File: src/rtl/matmul_pkg.sv
// Shared constants and FSM state encoding for the 3x3 matrix-multiply controller.
package matmul_pkg;
  localparam int DW  = 8;
  localparam int N   = 3;
  localparam int OW  = 16;
  localparam int CAW = 4;

  typedef enum logic [1:0] {IDLE, RUN, DRAIN, DONE} state_t;
endpackage

File: src/rtl/matmul_ctrl_dot3_pe.sv
// Three-term signed dot product with a registered, wrapped OW-bit result.
module dot3_pe import matmul_pkg::*; #(
  parameter int DW = matmul_pkg::DW,
  parameter int OW = matmul_pkg::OW
) (
  input  logic                 clk,
  input  logic                 rst,
  input  logic [3*DW-1:0]      a_row,
  input  logic [3*DW-1:0]      b_col,
  output logic signed [OW-1:0] sum
);
  // Accumulator is wide enough that the full sum never overflows before the wrap.
  localparam int AW = (OW > 2*DW + 2) ? OW : 2*DW + 2;

  function automatic logic signed [OW-1:0] wrap_ow(input logic signed [AW-1:0] x);
    return x[OW-1:0];
  endfunction

  logic signed [AW-1:0] prod [3];
  logic signed [AW-1:0] acc;

  always_comb begin
    for (int k = 0; k < 3; k++) begin
      prod[k] = AW'(signed'(a_row[k*DW +: DW])) * AW'(signed'(b_col[k*DW +: DW]));
    end
    acc = prod[0] + prod[1] + prod[2];
  end

  // ---- stage p2: registered result ----
  always_ff @(posedge clk) begin
    if (rst) sum <= '0;
    else     sum <= wrap_ow(acc);
  end
endmodule

File: src/rtl/matmul_ctrl.sv
// Sequencer for C = A x B on 3x3 signed matrices: one row/column read per cycle,
// one result write per cycle two cycles later.
module matmul_ctrl import matmul_pkg::*; #(
  parameter int DW = matmul_pkg::DW,
  parameter int N  = matmul_pkg::N,
  parameter int OW = matmul_pkg::OW
) (
  input  logic                 clk,
  input  logic                 rst,
  input  logic                 start,
  output logic                 a_rd_en,
  output logic [1:0]           a_rd_addr,
  input  logic [3*DW-1:0]      a_rd_data,
  output logic                 b_rd_en,
  output logic [1:0]           b_rd_addr,
  input  logic [3*DW-1:0]      b_rd_data,
  output logic                 c_wr_en,
  output logic [CAW-1:0]       c_wr_addr,
  output logic signed [OW-1:0] c_wr_data,
  output logic                 busy,
  output logic                 done
);
  localparam logic [1:0] LAST = 2'(N - 1);

  state_t           state;
  logic [1:0]       i, j;
  logic             vld_p0;
  logic             vld_p1;
  logic [CAW-1:0]   addr_p1;

  assign a_rd_en   = vld_p0;
  assign b_rd_en   = vld_p0;
  assign a_rd_addr = i;
  assign b_rd_addr = j;

  always_ff @(posedge clk) begin
    if (rst) begin
      state     <= IDLE;
      i         <= '0;
      j         <= '0;
      vld_p0    <= 1'b0;
      vld_p1    <= 1'b0;
      addr_p1   <= '0;
      c_wr_en   <= 1'b0;
      c_wr_addr <= '0;
      busy      <= 1'b0;
      done      <= 1'b0;
    end else begin
      // ---- stage p1: read data returning, address follows the read ----
      vld_p1  <= vld_p0;
      addr_p1 <= CAW'(i) * CAW'(N) + CAW'(j);
      // ---- stage p2: sum registered in dot3_pe, write strobe aligned ----
      c_wr_en   <= vld_p1;
      c_wr_addr <= addr_p1;
      done      <= 1'b0;
      unique case (state)
        IDLE: if (start) begin
          state  <= RUN;
          vld_p0 <= 1'b1;
          busy   <= 1'b1;
          i      <= '0;
          j      <= '0;
        end
        RUN: begin
          if (j == LAST) begin
            j <= '0;
            if (i == LAST) begin
              i      <= '0;
              vld_p0 <= 1'b0;
              state  <= DRAIN;
            end else begin
              i <= i + 2'd1;
            end
          end else begin
            j <= j + 2'd1;
          end
        end
        // Last write is in flight when the p2 strobe is up and nothing is behind it.
        DRAIN: if (c_wr_en && !vld_p1) begin
          state <= DONE;
          busy  <= 1'b0;
          done  <= 1'b1;
        end
        DONE:    state <= IDLE;
        default: state <= IDLE;
      endcase
    end
  end

  dot3_pe #(.DW(DW), .OW(OW)) u_pe (
    .clk   (clk),
    .rst   (rst),
    .a_row (a_rd_data),
    .b_col (b_rd_data),
    .sum   (c_wr_data)
  );
endmodule

File: config.mk
export PLATFORM = sky130hd
export DESIGN_NAME = matmul_ctrl
export DESIGN_NICKNAME = d
export VERILOG_FILES = /design/src/rtl/matmul_pkg.sv /design/src/rtl/matmul_ctrl_dot3_pe.sv /design/src/rtl/matmul_ctrl.sv
export SDC_FILE = /design/constraint.sdc
export NUM_CORES = 1
export LEC_CHECK = 0
export ABC_AREA = 1
export CORE_ASPECT_RATIO = 0.7
export CORE_MARGIN = 1
export CORE_UTILIZATION = 45
export DETAILED_ROUTE_END_ITERATION = 16
export PLACE_DENSITY = 0.63
export SYNTH_ARGS = -nofsm -noshare
export SYNTH_HDL_FRONTEND = slang
export SYNTH_SLANG_ARGS = --single-unit
export TNS_END_PERCENT = 1
File: constraint.sdc
create_clock -name clk -period 16.02 [get_ports clk]
set_input_delay 3.204 -clock clk [delete_from_list [all_inputs] [get_ports clk]]
set_output_delay 3.204 -clock clk [all_outputs]
set_load 0.03 [all_outputs]
==> reports/metrics.csv <==
metric;value;unit
run status;completed;
element type at the critical path start;input pin;
classification of the worst setup path;input pin to flip-flop;
GR Overflow Total;0;
dominant cell by count in the synthesized netlist;inv_1;
CTS-repair resized insts;0;
ratio of cells with drive above 1 in the final layout;0.0143;
maximum frequency from static timing analysis;0.108;GHz
Distinct cells, synth;30;
final hold violation count;0;
count of endpoints failing setup in the final report;0;
dpl hpwl;18000;um
Vias;6734;
pin count of the biggest net entering global routing;23;
post-route minimum period;9.27;ns
timing startpoint of the critical path;a_rd_data[7];
data required time at the worst endpoint;16.23;ns
deepest clock path buffer count;2;
Sum Neg Setup Slack;0;ns
launch point of the worst reg-to-reg path;a_rd_addr[0];
core box area;0.0201;mm^2
leading area contributor after synthesis;fa_1;
TritonCTS Sinks;35;
global routing usage summed across all routing layers;0.207;
chip width;174;um
Nets;1540;
start point of the worst hold path;addr_p1[2];
antenna violations before repair;0;
number of antenna-violating nets in the routed design;0;
CP arrival;9.48;ns
die area;0.0213;mm^2
Root Buffer;clkbuf_16;
initial DRC count;370;
synthesis-stage register bit count;35;
clock slew at reported path FFs;0.05;ns
number of cells produced by synthesis;1156;
I/O pins;80;
Slew headroom;0.420;
average instance area after synthesis;8.07;um^2
Std-Cell Rows;43;
top cell type's share of synthesized area;0.462;
ys async rst share;0;
most common library cells after synthesis;401 x inv_1, 229 x nand2_1, 215 x fa_1;
worst slack at placement;6.49;ns
DRC violations left;0;
routed length per instance;13.5;um
number of synthesized flops with an enable pin;0;
Chip Height;122;um
average via count per standard cell;4.61;
critical-path maximum fanout;8;
ranking of synthesized cells by area;fa_1 46%, inv_1 16%, ha_1 11%;
kind of end point of the critical path;flip-flop;
Final Skew;0.00272;ns
layout-stage area growth over the synthesis result;11.4;%
wire length of the first global-routing pass;34700;um
total clock buffers created by CTS;5;
CTS tree;yes;
H-Tree Depth;2;
measured slew at the worst slew-check pin;0.867;ns
Initial Utilization;0.465;
via count of the first global-routing pass;7127;
max capacitance violation total;0;
net count of the mapped netlist;1503;
primary flip-flop cell chosen by synthesis mapping;dfxtp_1;
Synth Cell Area;0.00933;mm^2
CTS Hold Buffers Added;0;
IO Port Bufs;79;
tightest hold margin;0.401;ns
detailed-route wire length;19700;um
final worst-path cycle share;0.579;
clock network latency to the later pin of the worst-skew pair;0.28;ns
number of buffers inserted to repair setup after CTS;0;
path type of the worst min-delay path;flip-flop to flip-flop;
Final WS setup;6.75;ns
unrepaired setup endpoints after global routing;false;
number of max-slew violations in the final report;0;
First-pass DRT Iterations;4;
proportion of synthesized chip area in sequential cells;0.0751;
n_diodes;0;
count of synthesis-stage warnings from yosys;0;
routability congestion estimate;0.899;
cell type report:
type                       instances  area [um^2]
fill                            1906         9680
multi-input combinational        668         6920
inverter                         404         1520
timing repair buffer              79          791
sequential                        35          701
tap                              270          338
clock buffer                       6          129
routing by layer:
layer / GRT usage / vias up / part of all wire
li1: - / 3266 / -
met1: 0.320 / 3254 / 0.50
met2: 0.316 / 207 / 0.42
met3: 0.0353 / 7 / 0.073
met4: 0.0159 / 0 / 0.0044
met5: 0 / - / 0
sequential cells by signal, indices dropped and copies added, names as in the netlist:
signal	cells
addr_p1	4
c_wr_en	1
u_pe.sum	16
a_rd_addr	2
done	1
busy	1
state	2
a_rd_en	1
b_rd_addr	2
c_wr_addr	4
vld_p1	1
path summary, 6_finish.rpt:
path,end,slack [ns],cells after the start
worst max-delay path,u_pe.sum[14],6.75,21
worst min-delay path,c_wr_addr[2],0.40,2
worst min register to register,c_wr_addr[2],0.40,2
worst max register to register,addr_p1[2],14.17,5
cell usage in the layout (no fill, tap or decap), drive strengths merged:
cell,count
o2111ai,2
nand4,1
clkinv,2
clkbuf,6
o31ai,2
o221a,1
xnor2,4
clkdlybuf4s50,79
a21o,1
nor2,44
nor3b,1
or2,8
inv,402
fa,215
a211oi,3
nand3b,1
nand3,17
nor3,5
xor2,2
nand2,229
nand2b,2
ha,81
dfxtp,35
o21ai,19
a21oi,30
stage by stage:
step	std cells	utilization	cell area (um^2)
3_3_place_gp	1456	0.511	10300
2_1_floorplan	1156	-	9330
6_report	1462	0.518	10400
5_1_grt	1462	0.518	10400
3_5_place_dp	1456	0.511	10300
4_1_cts	1462	0.518	10400
critical path, cell delays in order:
cell	delay [ns]
clkdlybuf4s50_1	0.68
nand2_1	0.15
inv_1	0.16
fa_1	0.55
fa_1	0.66
inv_1	0.10
fa_1	0.54
inv_1	0.05
fa_1	0.50
inv_1	0.05
fa_1	0.55
fa_1	0.44
fa_1	0.56
inv_1	0.06
ha_1	0.37
nand2_1	0.11
nor3_1	0.21
nand3_1	0.12
o2111ai_1	0.17
o21ai_0	0.12
a21oi_1	0.13
cells by family after synthesis:
| logic type | synth area share |
|---|---|
| buffers and inverters | 0.183 |
| and+or+nand+nor | 0.131 |
| DFF | 0.0751 |
| adders and majority gates | 0.570 |
| xor gates and xnor gates | 0.00564 |
| AOI/OAI and AO/OA | 0.0352 |
Power is left out: the tool's default activity adds up to more than one toggle a clock period on the data nets, which glitch-free logic cannot reach.
